--- config.mk ---
export PLATFORM = sky130hd
export DESIGN_NAME = pipe_status_ctrl_flat
export DESIGN_NICKNAME = d
export VERILOG_FILES = /design/src/rtl/pipe_status_ctrl_if.sv /design/src/rtl/pipe_status_ctrl.sv /design/src/flat_wrapper.sv
export SDC_FILE = /design/constraint.sdc
export NUM_CORES = 1
export LEC_CHECK = 0
export BUFFER_PORTS_ARGS = -buffer_cell sky130_fd_sc_hd__buf_2
export CAP_MARGIN = 20
export CORE_MARGIN = 3
export CORE_UTILIZATION = 60
export DETAILED_ROUTE_END_ITERATION = 12
export PLACE_DENSITY = 0.83
export SLEW_MARGIN = 20
export SYNTH_ARGS = -nofsm -noshare
export SYNTH_HDL_FRONTEND = slang
export SYNTH_SLANG_ARGS = --single-unit
--- constraint.sdc ---
create_clock -name clk -period 3.2 [get_ports clk]
set_input_delay 0.16 -clock clk [delete_from_list [all_inputs] [get_ports clk]]
set_output_delay 0.16 -clock clk [all_outputs]
set_load 0.01 [all_outputs]
--- src/rtl/pipe_status_ctrl_if.sv ---
// Control/status bundle for pipe_status_ctrl.
// master: run-control source (drives commands), slave: the controller.
interface pipe_status_ctrl_if #(
  parameter int NSTG  = 4,
  parameter int NSRC  = 2,
  parameter int STEPW = 16
);
  logic             init_calib_complete;
  logic             cpu_start;
  logic             step_cmd;
  logic [STEPW-1:0] step_num;
  logic             quit_cmd;
  logic [NSRC-1:0]  stall_req;
  logic             retire;
  logic             pc_start;
  logic             running;
  logic             stall;
  logic [NSTG-1:0]  stall_dly;
  logic             stall_1shot;
  logic [NSTG:0]    rst_pipe;
  logic             step_done;

  modport master (
    output init_calib_complete, cpu_start, step_cmd,
    output step_num, quit_cmd, stall_req, retire,
    input  pc_start, running, stall, stall_dly,
    input  stall_1shot, rst_pipe, step_done
  );

  modport slave (
    input  init_calib_complete, cpu_start, step_cmd,
    input  step_num, quit_cmd, stall_req, retire,
    output pc_start, running, stall, stall_dly,
    output stall_1shot, rst_pipe, step_done
  );
endinterface

--- src/rtl/pipe_status_ctrl.sv ---
// Pipeline run/step/halt controller: FSM, stall fan-out, pipe flush.
// Ports: clk, rst_n (async low), bus (pipe_status_ctrl_if.slave).
module pipe_status_ctrl #(
  parameter int NSTG  = 4,
  parameter int NSRC  = 2,
  parameter int STEPW = 16
) (
  input logic               clk,
  input logic               rst_n,
  pipe_status_ctrl_if.slave bus
);
  typedef enum logic [1:0] {
    S_IDLE, S_PEND, S_RUN, S_STEP
  } state_t;

  state_t           r_state;
  state_t           w_next;
  logic             r_pend_step;
  logic [STEPW-1:0] r_pend_num;
  logic [STEPW-1:0] r_cnt;
  logic             r_pc_start;
  logic             r_step_done;
  logic [NSTG-1:0]  r_stall_dly;
  logic [NSTG:0]    r_rst_pipe;

  logic             w_expire;
  logic             w_run_now;
  logic             w_run_nxt;
  logic             w_stall;
  logic             w_pc_pend;
  logic             w_cal;
  logic             w_kill;
  logic [NSRC-1:0]  w_sreq;
  logic [STEPW-1:0] w_num;
  logic [STEPW-1:0] w_load;

  assign w_cal  = bus.init_calib_complete;
  assign w_sreq = bus.stall_req;
  // zero-length step still retires one instruction
  assign w_num  = (bus.step_num == '0) ? STEPW'(1)
                                       : bus.step_num;
  // entering STEP: fresh command wins over stored one
  assign w_load = bus.step_cmd ? w_num : r_pend_num;
  // forced exit from a running state
  assign w_kill = bus.quit_cmd | (~w_cal & w_run_now);

  always_ff @(posedge clk or negedge rst_n) begin
    if (!rst_n) r_state <= S_IDLE;
    else        r_state <= w_next;
  end

  always_comb begin
    w_next   = r_state;
    w_expire = 1'b0;
    if (bus.quit_cmd) begin
      w_next = S_IDLE;
    end else if (!w_cal) begin
      if (w_run_now)
        w_next = S_IDLE;
      else if (bus.cpu_start || bus.step_cmd)
        w_next = S_PEND;
    end else begin
      unique case (r_state)
        S_IDLE: begin
          if (bus.cpu_start)     w_next = S_RUN;
          else if (bus.step_cmd) w_next = S_STEP;
        end
        S_PEND: begin
          if (bus.cpu_start)     w_next = S_RUN;
          else if (bus.step_cmd) w_next = S_STEP;
          else if (r_pend_step)  w_next = S_STEP;
          else                   w_next = S_RUN;
        end
        S_RUN: w_next = S_RUN;
        S_STEP: begin
          if (bus.retire && r_cnt == STEPW'(1)) begin
            w_next   = S_IDLE;
            w_expire = 1'b1;
          end
        end
        default: w_next = S_IDLE;
      endcase
    end
  end

  always_comb begin
    w_run_now = (r_state == S_RUN) || (r_state == S_STEP);
    w_run_nxt = (w_next == S_RUN) || (w_next == S_STEP);
    w_stall   = ~w_run_now | (|w_sreq);
    // PEND launches in the very cycle calibration arrives
    w_pc_pend = (r_state == S_PEND) & w_cal & ~bus.quit_cmd;
  end

  always_ff @(posedge clk or negedge rst_n) begin
    if (!rst_n) begin
      r_pend_step <= 1'b0;
      r_pend_num  <= '0;
    end else if (bus.quit_cmd) begin
      r_pend_step <= 1'b0;
      r_pend_num  <= '0;
    end else if (w_next == S_PEND) begin
      if (bus.cpu_start) begin
        r_pend_step <= 1'b0;
      end else if (bus.step_cmd) begin
        r_pend_step <= 1'b1;
        r_pend_num  <= w_num;
      end
    end
  end

  always_ff @(posedge clk or negedge rst_n) begin
    if (!rst_n) begin
      r_cnt <= '0;
    end else if (w_kill) begin
      r_cnt <= '0;
    end else if (w_next == S_STEP && r_state != S_STEP) begin
      r_cnt <= w_load;
    end else if (r_state == S_STEP && bus.retire
                 && r_cnt != '0) begin
      r_cnt <= r_cnt - STEPW'(1);
    end
  end

  always_ff @(posedge clk or negedge rst_n) begin
    if (!rst_n) begin
      r_pc_start  <= 1'b0;
      r_step_done <= 1'b0;
      r_stall_dly <= '1;
      r_rst_pipe  <= '0;
    end else begin
      r_pc_start  <= (r_state == S_IDLE) & w_run_nxt;
      r_step_done <= w_expire;
      r_stall_dly <= {r_stall_dly[NSTG-2:0], w_stall};
      r_rst_pipe  <= {r_rst_pipe[NSTG-1:0],
                      w_run_now ^ w_run_nxt};
    end
  end

  assign bus.pc_start    = r_pc_start | w_pc_pend;
  assign bus.running     = w_run_now;
  assign bus.stall       = w_stall;
  assign bus.stall_dly   = r_stall_dly;
  assign bus.stall_1shot = w_stall & ~r_stall_dly[0];
  assign bus.rst_pipe    = r_rst_pipe;
  assign bus.step_done   = r_step_done;
endmodule

--- src/flat_wrapper.sv ---
// flat-port wrapper written by rule: the top's interface ports become plain ports
module pipe_status_ctrl_flat 
#(
  parameter int NSTG  = 4,
  parameter int NSRC  = 2,
  parameter int STEPW = 16
)
  (clk, rst_n, bus_init_calib_complete, bus_cpu_start, bus_step_cmd, bus_step_num, bus_quit_cmd, bus_stall_req, bus_retire, bus_pc_start, bus_running, bus_stall, bus_stall_dly, bus_stall_1shot, bus_rst_pipe, bus_step_done);
  pipe_status_ctrl_if #(.NSTG(NSTG), .NSRC(NSRC), .STEPW(STEPW)) bus_i ();
  input logic clk;
  input logic rst_n;
  input wire logic [$bits(bus_i.init_calib_complete)-1:0] bus_init_calib_complete;
  input wire logic [$bits(bus_i.cpu_start)-1:0] bus_cpu_start;
  input wire logic [$bits(bus_i.step_cmd)-1:0] bus_step_cmd;
  input wire logic [$bits(bus_i.step_num)-1:0] bus_step_num;
  input wire logic [$bits(bus_i.quit_cmd)-1:0] bus_quit_cmd;
  input wire logic [$bits(bus_i.stall_req)-1:0] bus_stall_req;
  input wire logic [$bits(bus_i.retire)-1:0] bus_retire;
  output wire logic [$bits(bus_i.pc_start)-1:0] bus_pc_start;
  output wire logic [$bits(bus_i.running)-1:0] bus_running;
  output wire logic [$bits(bus_i.stall)-1:0] bus_stall;
  output wire logic [$bits(bus_i.stall_dly)-1:0] bus_stall_dly;
  output wire logic [$bits(bus_i.stall_1shot)-1:0] bus_stall_1shot;
  output wire logic [$bits(bus_i.rst_pipe)-1:0] bus_rst_pipe;
  output wire logic [$bits(bus_i.step_done)-1:0] bus_step_done;
  assign bus_i.init_calib_complete = bus_init_calib_complete;
  assign bus_i.cpu_start = bus_cpu_start;
  assign bus_i.step_cmd = bus_step_cmd;
  assign bus_i.step_num = bus_step_num;
  assign bus_i.quit_cmd = bus_quit_cmd;
  assign bus_i.stall_req = bus_stall_req;
  assign bus_i.retire = bus_retire;
  assign bus_pc_start = bus_i.pc_start;
  assign bus_running = bus_i.running;
  assign bus_stall = bus_i.stall;
  assign bus_stall_dly = bus_i.stall_dly;
  assign bus_stall_1shot = bus_i.stall_1shot;
  assign bus_rst_pipe = bus_i.rst_pipe;
  assign bus_step_done = bus_i.step_done;
  pipe_status_ctrl #(.NSTG(NSTG), .NSRC(NSRC), .STEPW(STEPW)) u_core (.clk(clk), .rst_n(rst_n), .bus(bus_i));
endmodule
==> results.toml <==
[global_routing]
grt_max_degree = 47
grt_pass1_vias = 1974
grt_pass1_wl_um = 9750
gr-total-overflow = 0
antenna_found_initial = 0
grt.total_usage_pct = 24.6

[setup_path]
worstPathArrival_ns = 2.50
critical_path_class = "reg2reg"
crit_path_end_kind = "flop"
crit_path_start_kind = "flop"
rrSetupSlack_ns = 0.89
path_max_fanout = 8
cp.required_ns = 3.39

[clocking]
cts_root_buf = "clkbuf_8"
cts.clk_slew.worst_paths_ns = 0.09
cts_tree = "yes"
cts.sinks = 46
cts-buffers-inserted = 5
htree_levels = 2
cts_buffer_depth = 2
postCtsSetupBuffers = 0
cts_resized = 0
worstSkewPairLatency_ns = 0.31
hold_buffers = 0

[timing]
relSlewSlack_pct = 33.7
clock_skew_ns = 0.00764
tightest_slew_ns = 0.995
hold_slack_ns = 0.0168
tns_ns = 0
setup_viol = 0
rsz0062_at_grt = "false"
finalHoldViolations = 0
layout_min_cycle_time_ns = 2.31
max_clock_freq_mhz = 434
period_share_pct = 72.1
drv_slew = 0

[cells_and_area]
diodes = 0
syn2layout_area_growth_pct = 11.8
drive_gt1_share_pct = 35.7
seq_area_um2 = 1160
multiInputGateArea_um2 = 1350
finalNetCount = 304
final_area_um2 = 2890
num-fill-cells = 298

[logic_synthesis]
synth_largest_area_cell = "dfrtp_1"
async_reset_ff_share_pct = 100
syn_nets = 268
synth_seq_area_share_pct = 44.7
synth_top_cell_area_share_pct = 40.6
ys.flop_type = "dfrtp_1"
synth_area_per_cell_um2 = 10.8
ys_ff_latch = 46
synth_edf_count = 0
synth.cell_area_um2 = 2590
synth_cell_types = 53
yosys_warnings = 0
synthCells = 240
synth_area_leaders = "dfrtp_1 41%, mux2_2 6.5%, mux2_4 4.6%"

[hold_path]
min_path_type = "in2async"

[routing]
drt_drc_violations_left = 0
dr.pass1.iters = 4
finalWirelength_um = 5900
dr.first_iter.drc_count = 110
avgViaCountPerCell = 6.21
wl_per_cell_um = 18.1
num_vias = 2030
ant_nets = 0

[placement]
dpl_cell_area_um2 = 2800
gp_congestion = 1.01
hpwl_um = 4230
portBuffers = 38

[power]
power_frac_clock_pct = 30.8
power_density_nw_per_um2 = 416
seqPwrFrac_pct = 52.3
power.share.switching_pct = 28.2
comb_power_share_pct = 16.9
leakage_nw = 1.37
p_int_mw = 0.863
power_switching_mw = 0.339
fin_total_pwr_mw = 1.20
vdd_drop_max_mv = 0.262

[floorplanning]
rows = 23
die_h_um = 71.7
fp.dieW_um = 71.7
core_um2 = 4090
start_util_pct = 63.3
dieArea_um2 = 5140
io_pins = 39

[outcome]
status = "finished clean"

[job]
drv_cap = 0
## area by class of cell
class | count | share of cell area [%]
multi-input combinational | 177 | 46.7
inverter | 6 | 0.779
timing repair buffer | 40 | 7.10
tap | 50 | 2.16
clock buffer | 6 | 2.86
clock inverter | 2 | 0.433
sequential | 46 | 40.0
## through the flow
stage / setup WS [ns] / cells / util (%)
6_report: 0.893 / 327 / 70.8
5_1_grt: 0.742 / 327 / 70.8
4_1_cts: 0.904 / 327 / 70.8
3_5_place_dp: 0.923 / 319 / 68.4
3_3_place_gp: 1.02 / 319 / 68.4
2_1_floorplan: 1.17 / 240 / -
## layer usage
metal	global-route usage, %	up-vias	wire length, µm	share of wire, %
met4	7.93	0	104	1.8
li1	-	962	-	-
met1	32.5	993	2510	42
met2	40.0	64	2930	50
met5	0	-	0	0
met3	6.03	11	367	6.2
## cell families (layout without fill, tap and decap cells)
kind of cell             Yosys count  count (layout)  share of synthesized area (%)
AND/OR/NAND/NOR                   80              80                           20.2
AO/OA/AOI/OAI                     57              57                           14.4
flip-flops                        46              46                           44.7
multiplexers                      28              28                           13.1
buffers and inverters             17              54                           3.14
XOR/XNOR                           9               9                           3.05
adder cells (fa/ha/maj)            3               3                           1.45
## cell usage in the layout (no fill, tap or decap), types with 2 or more instances in the layout
| cell | synthesis | final |
|---|---|---|
| nor2b_1 | 8 | 8 |
| o21ai_0 | 17 | 17 |
| o211ai_1 | 3 | 3 |
| o31a_1 | 2 | 2 |
| or2_2 | 2 | 2 |
| and2b_2 | 9 | 9 |
| dfstp_2 | 4 | 4 |
| clkbuf_8 | 1 | 6 |
| and3_1 | 4 | 4 |
| mux2_4 | 8 | 8 |
| a31oi_1 | 5 | 5 |
| nand2_1 | 8 | 8 |
| nor2_1 | 12 | 12 |
| buf_4 | 0 | 2 |
| or4_1 | 4 | 4 |
| nor4_1 | 6 | 6 |
| nor3_1 | 8 | 8 |
| nand3_1 | 2 | 2 |
| dfrtp_1 | 42 | 42 |
| a2111oi_0 | 2 | 2 |
| inv_1 | 6 | 6 |
| mux2_2 | 15 | 15 |
| xnor2_1 | 8 | 8 |
| buf_2 | 0 | 38 |
| nand4_1 | 4 | 4 |
| nor4_4 | 2 | 2 |
| a211oi_1 | 4 | 4 |
| a31o_2 | 2 | 2 |
| o31ai_1 | 2 | 2 |
| ha_1 | 3 | 3 |
| a21oi_1 | 12 | 12 |
| mux2i_1 | 5 | 5 |
## synthesized netlist by cell type, drive strengths merged (3+ instances only)
master   n
xnor2    8
dfrtp   42
o211ai   3
mux2i    5
nor3     8
o31a     3
clkbuf   9
inv      6
a211oi   4
and2b    9
and3     5
a21oi   12
nand4    5
dfstp    4
nor2b    8
a31oi    5
mux2    23
nor4     9
or4      5
o21ai   17
nand2    9
nor2    12
ha       3
## power by group through the flow
stage	sequential, mW	combinational [mW]	clock, mW
2_1_floorplan	0.638	0.129	0
3_3_place_gp	0.638	0.198	0
3_5_place_dp	0.640	0.200	0
4_1_cts	0.629	0.202	0.376
5_1_grt	0.633	0.223	0.404
6_report	0.629	0.203	0.370
## state kept, by name (all words and copies together) (netlist names)
register / count
u_core.bus.stall_dly: 4
u_core.r_pend_num: 16
u_core.r_state: 2
u_core.bus.rst_pipe: 5
u_core.r_cnt: 16
u_core.r_pend_step: 1
u_core.r_pc_start: 1
u_core.bus.step_done: 1
## worst paths after layout
path,startpoint,end,depth (start not counted)
min,rst_n,u_core.r_cnt[13],1
max,u_core.r_cnt[1],u_core.r_pend_num[6],7
max reg2reg,u_core.r_cnt[1],u_core.r_pend_num[6],7
min in group clk,bus_stall_req[0],u_core.bus.stall_dly[0],3
max in group asynchronous,rst_n,u_core.r_pend_step,1
min reg2reg,u_core.bus.stall_dly[2],u_core.bus.stall_dly[3],0
## critical path: stages, from the launching register on
cell	delay, ns
dfrtp_1	0.40
inv_1	0.12
ha_1	0.14
nor4bb_1	0.29
nand4_2	0.18
a32o_2	0.35
and3_1	0.34
mux2_4	0.37
(Power assumes the default switching activity.)
